**config.mk**
```make
export PLATFORM = sky130hd
export DESIGN_NAME = seq_det_ctrl
export DESIGN_NICKNAME = d
export VERILOG_FILES = /design/src/rtl/seq_det_pkg.sv /design/src/rtl/seq_det_core.sv /design/src/rtl/seq_det_ctrl.sv
export SDC_FILE = /design/constraint.sdc
export NUM_CORES = 1
export LEC_CHECK = 0
export ABC_AREA = 0
export BUFFER_PORTS_ARGS = -buffer_cell sky130_fd_sc_hd__buf_2
export CAP_MARGIN = 20
export CORE_MARGIN = 2
export CORE_UTILIZATION = 57
export DETAILED_ROUTE_END_ITERATION = 16
export PLACE_DENSITY = 0.83
export SLEW_MARGIN = 40
export SYNTH_ARGS = -nofsm -noshare
export SYNTH_HDL_FRONTEND = slang
export SYNTH_SLANG_ARGS = --single-unit
```
**constraint.sdc**
```tcl
create_clock -name clk -period 4.55 [get_ports clk]
set_clock_uncertainty 0.2 [all_clocks]
set_input_delay 0.6825 -clock clk [delete_from_list [all_inputs] [get_ports clk]]
set_output_delay 0.6825 -clock clk [all_outputs]
set_load 0.03 [all_outputs]
```
**src/rtl/seq_det_pkg.sv**
```systemverilog
// rtl/seq_det_pkg.sv - shared types and constants for the 111010 sequence detector
package seq_det_pkg;

    localparam logic [5:0] PATTERN = 6'b111010;

    typedef enum logic [2:0] {
        CORE_IDLE,
        CORE_S1,
        CORE_S11,
        CORE_S111,
        CORE_S1110,
        CORE_S11101
    } core_state_t;

    typedef enum logic {
        CTRL_IDLE,
        CTRL_SHIFT
    } ctrl_state_t;

endpackage

```
**src/rtl/seq_det_core.sv**
```systemverilog
// rtl/seq_det_core.sv - Mealy 111010 non-overlapping detector core, one bit per enabled cycle
module seq_det_core
    import seq_det_pkg::*;
(
    input  logic clk,
    input  logic rst,
    input  logic bit_in,
    input  logic bit_en,
    input  logic clear,
    output logic match
);

    core_state_t state, state_nxt;

    always_ff @(posedge clk or negedge rst) begin
        if (!rst) begin
            state <= CORE_IDLE;
        end else begin
            state <= state_nxt;
        end
    end

    always_comb begin
        state_nxt = state;
        match     = 1'b0;
        if (clear) begin
            state_nxt = CORE_IDLE;
        end else if (bit_en) begin
            unique case (state)
                CORE_IDLE:   state_nxt = bit_in ? CORE_S1     : CORE_IDLE;
                CORE_S1:     state_nxt = bit_in ? CORE_S11    : CORE_IDLE;
                CORE_S11:    state_nxt = bit_in ? CORE_S111   : CORE_IDLE;
                CORE_S111:   state_nxt = bit_in ? CORE_S111   : CORE_S1110;
                CORE_S1110:  state_nxt = bit_in ? CORE_S11101 : CORE_IDLE;
                CORE_S11101: begin
                    // A completed match restarts from IDLE so matches never share bits.
                    state_nxt = bit_in ? CORE_S11 : CORE_IDLE;
                    match     = !bit_in;
                end
                default:     state_nxt = CORE_IDLE;
            endcase
        end
    end

endmodule

```
**src/rtl/seq_det_ctrl.sv**
```systemverilog
// rtl/seq_det_ctrl.sv - word-fed 111010 detector controller; SEQ_CTRL_POS_CAPTURE_EN adds last_pos
module seq_det_ctrl
    import seq_det_pkg::*;
#(
    parameter int W     = 8,
    parameter int CNT_W = 8
) (
    input  logic             clk,
    input  logic             rst,
    input  logic [W-1:0]     word_in,
    input  logic             word_valid,
    output logic             word_ready,
    input  logic             flush,
    input  logic [CNT_W-1:0] thresh,
    input  logic             irq_clr,
    output logic             det_pulse,
    output logic [CNT_W-1:0] match_cnt,
    output logic             busy,
`ifdef SEQ_CTRL_POS_CAPTURE_EN
    output logic [$clog2(W)-1:0] last_pos,
`endif
    output logic             irq
);

    localparam int IDX_W = $clog2(W);

    ctrl_state_t      state, state_nxt;
    logic [W-1:0]     shreg;
    logic [IDX_W-1:0] idx;
    logic             last_bit;
    logic             accept;
    logic             bit_en;
    logic             match;

    always_ff @(posedge clk or negedge rst) begin
        if (!rst) begin
            state <= CTRL_IDLE;
        end else begin
            state <= state_nxt;
        end
    end

    // The last SHIFT cycle also offers ready so back-to-back words leave no bubble.
    always_comb begin
        state_nxt  = state;
        last_bit   = (state == CTRL_SHIFT) && (idx == IDX_W'(W - 1));
        busy       = (state == CTRL_SHIFT);
        word_ready = !flush && ((state == CTRL_IDLE) || last_bit);
        accept     = word_valid && word_ready;
        bit_en     = (state == CTRL_SHIFT) && !flush;
        if (flush) begin
            state_nxt = CTRL_IDLE;
        end else if (accept) begin
            state_nxt = CTRL_SHIFT;
        end else if (last_bit) begin
            state_nxt = CTRL_IDLE;
        end
    end

    always_ff @(posedge clk or negedge rst) begin
        if (!rst) begin
            shreg <= '0;
            idx   <= '0;
        end else if (accept) begin
            shreg <= word_in;
            idx   <= '0;
        end else if (bit_en) begin
            shreg <= {shreg[W-2:0], 1'b0};
            idx   <= idx + IDX_W'(1);
        end
    end

    seq_det_core u_core (
        .clk    (clk),
        .rst    (rst),
        .bit_in (shreg[W-1]),
        .bit_en (bit_en),
        .clear  (flush),
        .match  (match)
    );

    // irq compares against the registered count, so it trails match_cnt by one cycle.
    always_ff @(posedge clk or negedge rst) begin
        if (!rst) begin
            det_pulse <= 1'b0;
            match_cnt <= '0;
            irq       <= 1'b0;
        end else begin
            det_pulse <= match;
            if (irq_clr) begin
                match_cnt <= match ? CNT_W'(1) : '0;
            end else if (match && (match_cnt != '1)) begin
                match_cnt <= match_cnt + CNT_W'(1);
            end
            if (irq_clr) begin
                irq <= 1'b0;
            end else if ((thresh != '0) && (match_cnt >= thresh)) begin
                irq <= 1'b1;
            end
        end
    end

`ifdef SEQ_CTRL_POS_CAPTURE_EN
    always_ff @(posedge clk or negedge rst) begin
        if (!rst) begin
            last_pos <= '0;
        end else if (match) begin
            last_pos <= idx;
        end
    end
`endif

endmodule

```
======== Word level (Yosys, flattened, before mapping) ========
Index checks and enable logic that the tools add are counted.
Widths: inputs -> output; s select.
storage, ports and cells
  register bits ........................... 25
  output and inout bits ................... 12
  bits of input ports ..................... 21
operators by class
  equality and inequality tests ........... 7
  magnitude comparators ................... 1
  add/subtract/negate cells ............... 2
  bitwise gates (word level) .............. 1
  mux-type cells .......................... 23
  reductions and logical operators ........ 17
operator list
  cell                 number
  $mux 8               4
  $mux 3               6
  $pmux 3 s5           1
  $mux 1               10
  $eq 3x3->1 const B   3
  $add 8x1->8 const B  1
  $ge 8x8->1           1
  $ne 8x8->1 const B   1
  $reduce_bool 2->1    4
  $reduce_bool 8->1    1
  $eq 3x2->1 const B   2
  $logic_and 1x1->1    6
  $mux 2               2
  $add 3x1->3 const B  1
  $eq 3x1->1 const B   1
  $logic_not 3->1      1
  $reduce_bool 3->1    1
  $logic_not 1->1      2
  $reduce_or 2->1      1
  $logic_or 1x1->1     1
  $not 1->1            1

======== Longest topological paths before layout ========
Gate-level depths: netlist of run 1.
  depth in word-level cells ............... 7
  mapped depth ............................ 7
  mapped depth without buffers ............ 6

======== Modules after synthesis ========
Synthesis of run 1 repeated with hierarchy kept, for this count alone.
unflattened totals
  cell total of the unflattened synthesis .. 147
  area total of the unflattened synthesis .. 1,441.4 um^2
modules (own cells, without submodules)
  module        area each (um^2)  cells an instance  instances  sequential area each (um^2)
  seq_det_ctrl  1,265.0           128                1          550.5
  seq_det_core  176.4             19                 1          75.1

======== Least setup slack after synthesis of run 1 ========
No wires, ideal clock.
  path type ............................... input-to-output
  start ................................... input flush
  end ..................................... output word_ready
  path buffers ............................ 1
  data required time ...................... 3.668 ns
  stages on the path ...................... 2
  arrival time ............................ 1.248 ns
  slack ................................... 2.419 ns
  cell sequence ........................... buf_2 nor2_1
on the way
  longest elaborated chain between the ends .. 2
ends and longest elaborated chain
  item               line                RTL
  from (decl)        seq_det_ctrl.sv:13  input logic flush,
  $logic_not 1->1    seq_det_ctrl.sv:48  word_ready = !flush && ((state == CTRL_IDLE) || last_bit);
  $logic_and 1x1->1  seq_det_ctrl.sv:48
  to (decl)          seq_det_ctrl.sv:12  output logic word_ready,
Every way passes these cells.

======== Worst setup path after layout of run 1 ========
  start ................................... register idx[0]
  end ..................................... output word_ready
on the way
  longest elaborated chain between the ends .. 4
ends and longest elaborated chain
  item                    line                RTL
  from (decl)             seq_det_ctrl.sv:29  logic [IDX_W-1:0] idx;
  from (signal assigned)  seq_det_ctrl.sv:69  idx <= idx + IDX_W'(1);
  $eq 3x3->1              seq_det_ctrl.sv:46  last_bit = (state == CTRL_SHIFT) && (idx == IDX_W'(W - 1));
  $logic_and 1x1->1       seq_det_ctrl.sv:46
  $logic_or 1x1->1        seq_det_ctrl.sv:48
  $logic_and 1x1->1       seq_det_ctrl.sv:48
Every way passes these cells.

==> impl_metrics.py, run 1 <==
metrics = {
    "pwr": {
        "power.density_nw_per_um2": 259,
        "p_total_uw": 438,
        "p_leak_nw": 0.830,
        "peakVddDrop_mv": 0.225,
    },
    "grt": {
        "grt_max_degree": 26,
        "grt_pass1_vias": 1233,
        "grtUsageMet1_pct": 26.9,
        "grt_use_met2_pct": 43.3,
        "grt_busiest_layer": "met2",
        "grt_overflow_total": 0,
        "grt_use_met3_pct": 3.76,
        "grt_first_pass_wirelength_mm": 5.05,
        "grt_util_all_layers_pct": 23.3,
        "antenna_found_initial": 0,
    },
    "synth": {
        "synth-seq-cells": 25,
        "syn_inst": 157,
        "synthDistinctLibCells": 41,
        "yosys_warnings": 0,
        "synth_area_um2": 1480,
        "seq_area_frac_synth_pct": 42.2,
        "synth-main-ff-cell": "dfrtp_1",
        "async_reset_ff_share_pct": 100,
        "postSynthAreaPerCell_um2": 9.44,
        "synth_edf_count": 0,
        "syn_nets": 189,
    },
    "sta": {
        "slew_viol_final": 0,
        "fmax_mhz": 393,
        "period_minus_slack_ns": 2.54,
        "setup_slack_ns": 2.01,
        "hold_violations": 0,
        "fin_hold_ws_ns": 0.126,
        "relSlewSlack_pct": 59.8,
        "tightest_slew_ns": 0.602,
        "min_period_over_period_pct": 55.9,
        "setup_viol": 0,
        "grt_setup_unrepaired": "false",
        "tns_ns": 0,
    },
    "die": {
        "start_util_pct": 59.8,
        "core_um2": 2480,
        "die_h_um": 55.0,
        "fp-row-count": 18,
        "fp.dieW_um": 55.0,
        "io_pins": 33,
        "die_area_um2": 3020,
    },
    "routing": {
        "vias_per_cell": 5.86,
        "drc": 0,
        "firstDrtPassIters": 4,
        "wirelength_mm": 3.15,
        "vias": 1284,
        "drt_first_iter_violations": 30,
        "routedWlPerCell_um": 14.4,
        "drt.antenna.violating_nets": 0,
    },
    "worst_setup_path": {
        "cp-end-kind": "primary output",
        "critPathKind": "flop to primary output",
        "reg2regPathDepth": 6,
        "crit_fanout": 3,
        "cp_data_arrival_time_ns": 1.66,
        "timing.reg2reg.setup_slack_ns": 2.58,
        "start_kind": "flop",
        "required_ns": 3.67,
        "r2r-start": "match_cnt[0]",
        "r2r-end": "irq",
    },
    "clocking": {
        "cts_resized": 0,
        "path_clk_slew_ns": 0.15,
        "cts_root_buf": "clkbuf_4",
        "clkSinkCount": 25,
        "clockBufferDepth": 2,
        "cts_setup_buffers": 0,
        "cts_tree": "done",
        "cts_hold_buf": 0,
        "htree_levels": 1,
        "insertion_delay_ns": 0.32,
        "numCtsBuffers": 3,
    },
    "placement": {
        "pre_cts_ws_ns": 2.29,
        "numPlacedInstances": 215,
        "dp_hpwl_mm": 2.39,
        "io_buffers": 32,
        "place_congestion": 0.828,
    },
    "final_layout": {
        "stdcell_count": 219,
        "fin_nets": 222,
        "n_antenna_cell": 0,
        "drive_gt1_share_pct": 22.2,
        "synthToLayoutAreaGrowth_pct": 14.4,
    },
    "outcome": {
        "outcome": "finished clean",
    },
    "job": {
        "cap_violations": 0,
    },
    "hold_path": {
        "hp-class": "input port to async pin",
    },
}
[critical path, stage by stage (launching register included)]
cell and delay (ns):
dfrtp_1 0.43, ha_1 0.21, ha_1 0.18, nor2b_1 0.27, nor2_1 0.06, buf_2 0.18
[worst max path at each step]
stage | cells after the start | start | slack (ns) | end
after floorplan | 2 | flush | 2.42 | word_ready
after global placement | 5 | flush | 2.34 | match_cnt[5]
after detailed placement | 5 | flush | 2.29 | match_cnt[5]
after CTS | 5 | idx[0] | 2.07 | word_ready
after global routing | 5 | idx[0] | 1.94 | word_ready
final | 5 | idx[0] | 2.01 | word_ready
[cell type report]
| cell class | instances | area, µm² |
|---|---|---|
| multi-input cells | 116 | 798 |
| fillers | 212 | 783 |
| flip-flops and latches | 25 | 626 |
| repair buffers | 32 | 160 |
| inverters | 12 | 45.0 |
| well taps | 30 | 37.5 |
| clock buffers | 3 | 22.5 |
| clock inverters | 1 | 5.00 |
[metal layers]
layer	wire length [µm]	vias to the layer above
met4	35	0
li1	-	627
met2	1600	29
met5	0	-
met1	1420	624
met3	96	4
[logic make-up after synthesis]
| family | after synthesis | synth area share, % |
|---|---|---|
| AND/OR/NAND/NOR | 62 | 24.5 |
| AO/OA/AOI/OAI | 35 | 14.4 |
| flip-flops | 25 | 42.2 |
| buffers and inverters | 16 | 4.31 |
| adder cells (fa/ha/maj) | 11 | 9.29 |
| multiplexers | 7 | 4.73 |
| XOR/XNOR | 1 | 0.591 |
[per-stage QoR]
stage	util [%]	cell area (µm²)
finish	68.4	1690
global route	68.4	1690
CTS	68.1	1690
detailed placement	67.0	1660
global placement	67.0	1660
floorplan	-	1480
[report_power, final]
group	switching (mW)	total [mW]	internal (mW)
Clock	0.0691	0.102	0.0329
Combinational	0.0413	0.0748	0.0334
Sequential	0.0163	0.261	0.245
[cell usage after synthesis, drive strengths merged, types with 2 or more instances]
| master | number | area share [%] |
|---|---|---|
| nor3 | 5 | 2.0 |
| nor2 | 10 | 2.5 |
| nand4 | 4 | 2.7 |
| a21oi | 9 | 3.0 |
| inv | 12 | 3.0 |
| buf | 3 | 1.0 |
| nand2 | 18 | 4.6 |
| nand2b | 7 | 3.0 |
| a211oi | 2 | 1.0 |
| a311oi | 3 | 1.8 |
| dfrtp | 25 | 42 |
| o21ai | 13 | 4.4 |
| ha | 11 | 9.3 |
| mux2i | 7 | 4.7 |
| nor3b | 3 | 1.9 |
| nor2b | 3 | 1.3 |
| or4 | 2 | 1.0 |
| and2 | 2 | 0.84 |
[flip-flops by register name, indices dropped and copies added, names as in the netlist]
register and flops:
busy 1, irq 1, shreg 8, match_cnt 8, det_pulse 1, u_core.state 3
idx 3
[cells in the final DEF, fill, tap and decap left out, types with 2 or more instances in the layout]
cell type and count:
nor2_1 10, ha_1 11, nand4_1 3, clkbuf_4 3, a311oi_1 3, and2_1 2
dfrtp_1 25, nor3b_1 2, inv_1 11, a211oi_1 2, nor2b_1 3, mux2i_1 7
buf_2 32, a21oi_1 9, or4_1 2, o21ai_0 12, nor3_1 4, nand2_1 18
nand2b_1 7
(Power assumes the default switching activity.)
==> run 2: changes to the inputs <==
Settings changed: CORE_UTILIZATION 57 to 53, PLACE_DENSITY 0.83 to 0.78.
Clock period 4.55 ns to 2.45 ns, I/O delays scaled along.
==> run 2 against run 1 <==
Effect of this change:
- via count fell by 2.0%
- critical path depth did not move
- first-iteration DRC count rose by 70%
- wire length fell by 2.4%
- clock-buffer cell count rose by 1
- design area rose by 0.59%
- critical path type unchanged
- critical endpoint unchanged
==> impl_metrics.py, run 2 (synthesized netlist as in run 1, its figures left out) <==
metrics = {
    "clocking": {
        "cts_tree": "done",
        "numCtsBuffers": 3,
        "clkSinkCount": 25,
        "path_clk_slew_ns": 0.13,
        "cts_resized": 0,
        "cts_root_buf": "clkbuf_4",
        "insertion_delay_ns": 0.31,
        "clockBufferDepth": 2,
        "cts_setup_buffers": 0,
        "htree_levels": 1,
    },
    "grt": {
        "grt_pass1_vias": 1245,
        "grt_max_degree": 26,
        "antenna_found_initial": 0,
        "grt_util_all_layers_pct": 20.5,
        "grt_overflow_total": 0,
        "grt_first_pass_wirelength_mm": 5.23,
    },
    "worst_setup_path": {
        "required_ns": 1.88,
        "cp-startpoint": "idx[0]",
        "r2r-start": "busy",
        "crit_fanout": 3,
        "cp_data_arrival_time_ns": 1.64,
        "max_stage_delay_ns": 0.41,
        "start_kind": "flop",
        "cp_common_cell": "ha_1",
        "cp-end-kind": "primary output",
        "crit_chain": "ha_1 > ha_1 > nor2b_1 > nor2_1 > buf_2",
        "slowest_stage": "dfrtp_1",
        "critPathKind": "flop to primary output",
    },
    "die": {
        "start_util_pct": 54.7,
        "fp.dieW_um": 56.9,
        "core_um2": 2710,
        "io_pins": 33,
        "fp-row-count": 19,
        "die_area_um2": 3230,
        "die_h_um": 56.9,
    },
    "sta": {
        "min_period_over_period_pct": 90.2,
        "tns_ns": 0,
        "fin_hold_ws_ns": 0.0486,
        "slew_viol_final": 0,
        "period_minus_slack_ns": 2.21,
        "hold_violations": 0,
        "grt_setup_unrepaired": "false",
        "tightest_slew_ns": 0.615,
        "setup_viol": 0,
        "fmax_mhz": 453,
        "relSlewSlack_pct": 58.9,
    },
    "final_layout": {
        "largest_registers": "match_cnt x8, shreg x8",
        "fin_nets": 223,
        "final_cell_mix": "32 x buf_2, 25 x dfrtp_1, 18 x nand2_1",
        "drive_gt1_share_pct": 21.6,
        "final_util_pct": 62.9,
        "stdcell_count": 221,
        "synthToLayoutAreaGrowth_pct": 15.0,
        "layout_commonest_cell": "buf_2",
        "n_antenna_cell": 0,
    },
    "job": {
        "cap_violations": 0,
    },
    "pwr": {
        "p_total_uw": 812,
        "peakVddDrop_mv": 0.458,
        "power.density_nw_per_um2": 476,
        "p_leak_nw": 0.832,
    },
    "routing": {
        "vias_per_cell": 5.69,
        "routedWlPerCell_um": 13.9,
        "wirelength_mm": 3.07,
        "drt_first_iter_violations": 51,
        "drt.antenna.violating_nets": 0,
        "drc": 0,
        "firstDrtPassIters": 4,
        "vias": 1258,
    },
    "placement": {
        "dp_hpwl_mm": 2.33,
        "place_congestion": 0.825,
        "numPlacedInstances": 216,
        "io_buffers": 32,
    },
    "hold_path": {
        "hold_path_startpoint": "word_in[1]",
        "hp-class": "input port to flop",
    },
    "outcome": {
        "outcome": "finished clean",
    },
}
[run 2: layer usage]
| metal | GRT usage, % | vias up | routed length (µm) |
|---|---|---|---|
| li1 | - | 625 | - |
| met1 | 25.6 | 586 | 1390 |
| met2 | 35.0 | 39 | 1450 |
| met3 | 3.00 | 8 | 154 |
| met4 | 9.30 | 0 | 66 |
| met5 | 0 | - | 0 |
[run 2: report_power, final]
| group | total, mW | internal, mW | switching [mW] |
|---|---|---|---|
| clock | 0.183 | 0.0637 | 0.119 |
| combinational | 0.143 | 0.0633 | 0.0793 |
| sequential | 0.486 | 0.455 | 0.0312 |
[run 2: final cells by class]
| type | count | area [µm²] |
|---|---|---|
| Timing Repair Buffer | 33 | 170 |
| Tap cell | 31 | 38.8 |
| Multi-Input combinational cell | 116 | 798 |
| Fill cell | 238 | 1010 |
| Inverter | 12 | 45.0 |
| Clock buffer | 4 | 26.3 |
| Sequential cell | 25 | 626 |
[run 2: worst max-delay path, delay by kind of cell (launching register included)]
kind                       cells  cell delay (ns)
buffers and inverters          1             0.18
adders and majority gates      2             0.38
and+or+nand+nor                2             0.35
DFF                            1             0.41
[run 2: worst paths after layout]
kind | endpoint | slack [ns] | cells past startpoint
max | word_ready | 0.24 | 5
min | shreg[1] | 0.05 | 3
max reg2reg | match_cnt[5] | 0.54 | 4
min reg2reg | idx[2] | 0.34 | 2
max in group asynchronous | shreg[5] | 1.33 | 2
min in group asynchronous | u_core.state[1] | 0.35 | 2
[run 2: repair_timing]
item / 4_1_cts / 5_1_grt
hold endpoints to repair: 25 / 0
hold buffers: 1 / 0
setup endpoints to repair: 0 / 0
[run 2: stage by stage]
stage,area [µm²],setup slack [ns]
after floorplan,1480,0.554
after global placement,1660,0.511
after detailed placement,1660,0.355
after CTS,1700,0.310
after global routing,1700,0.125
final,1700,0.240
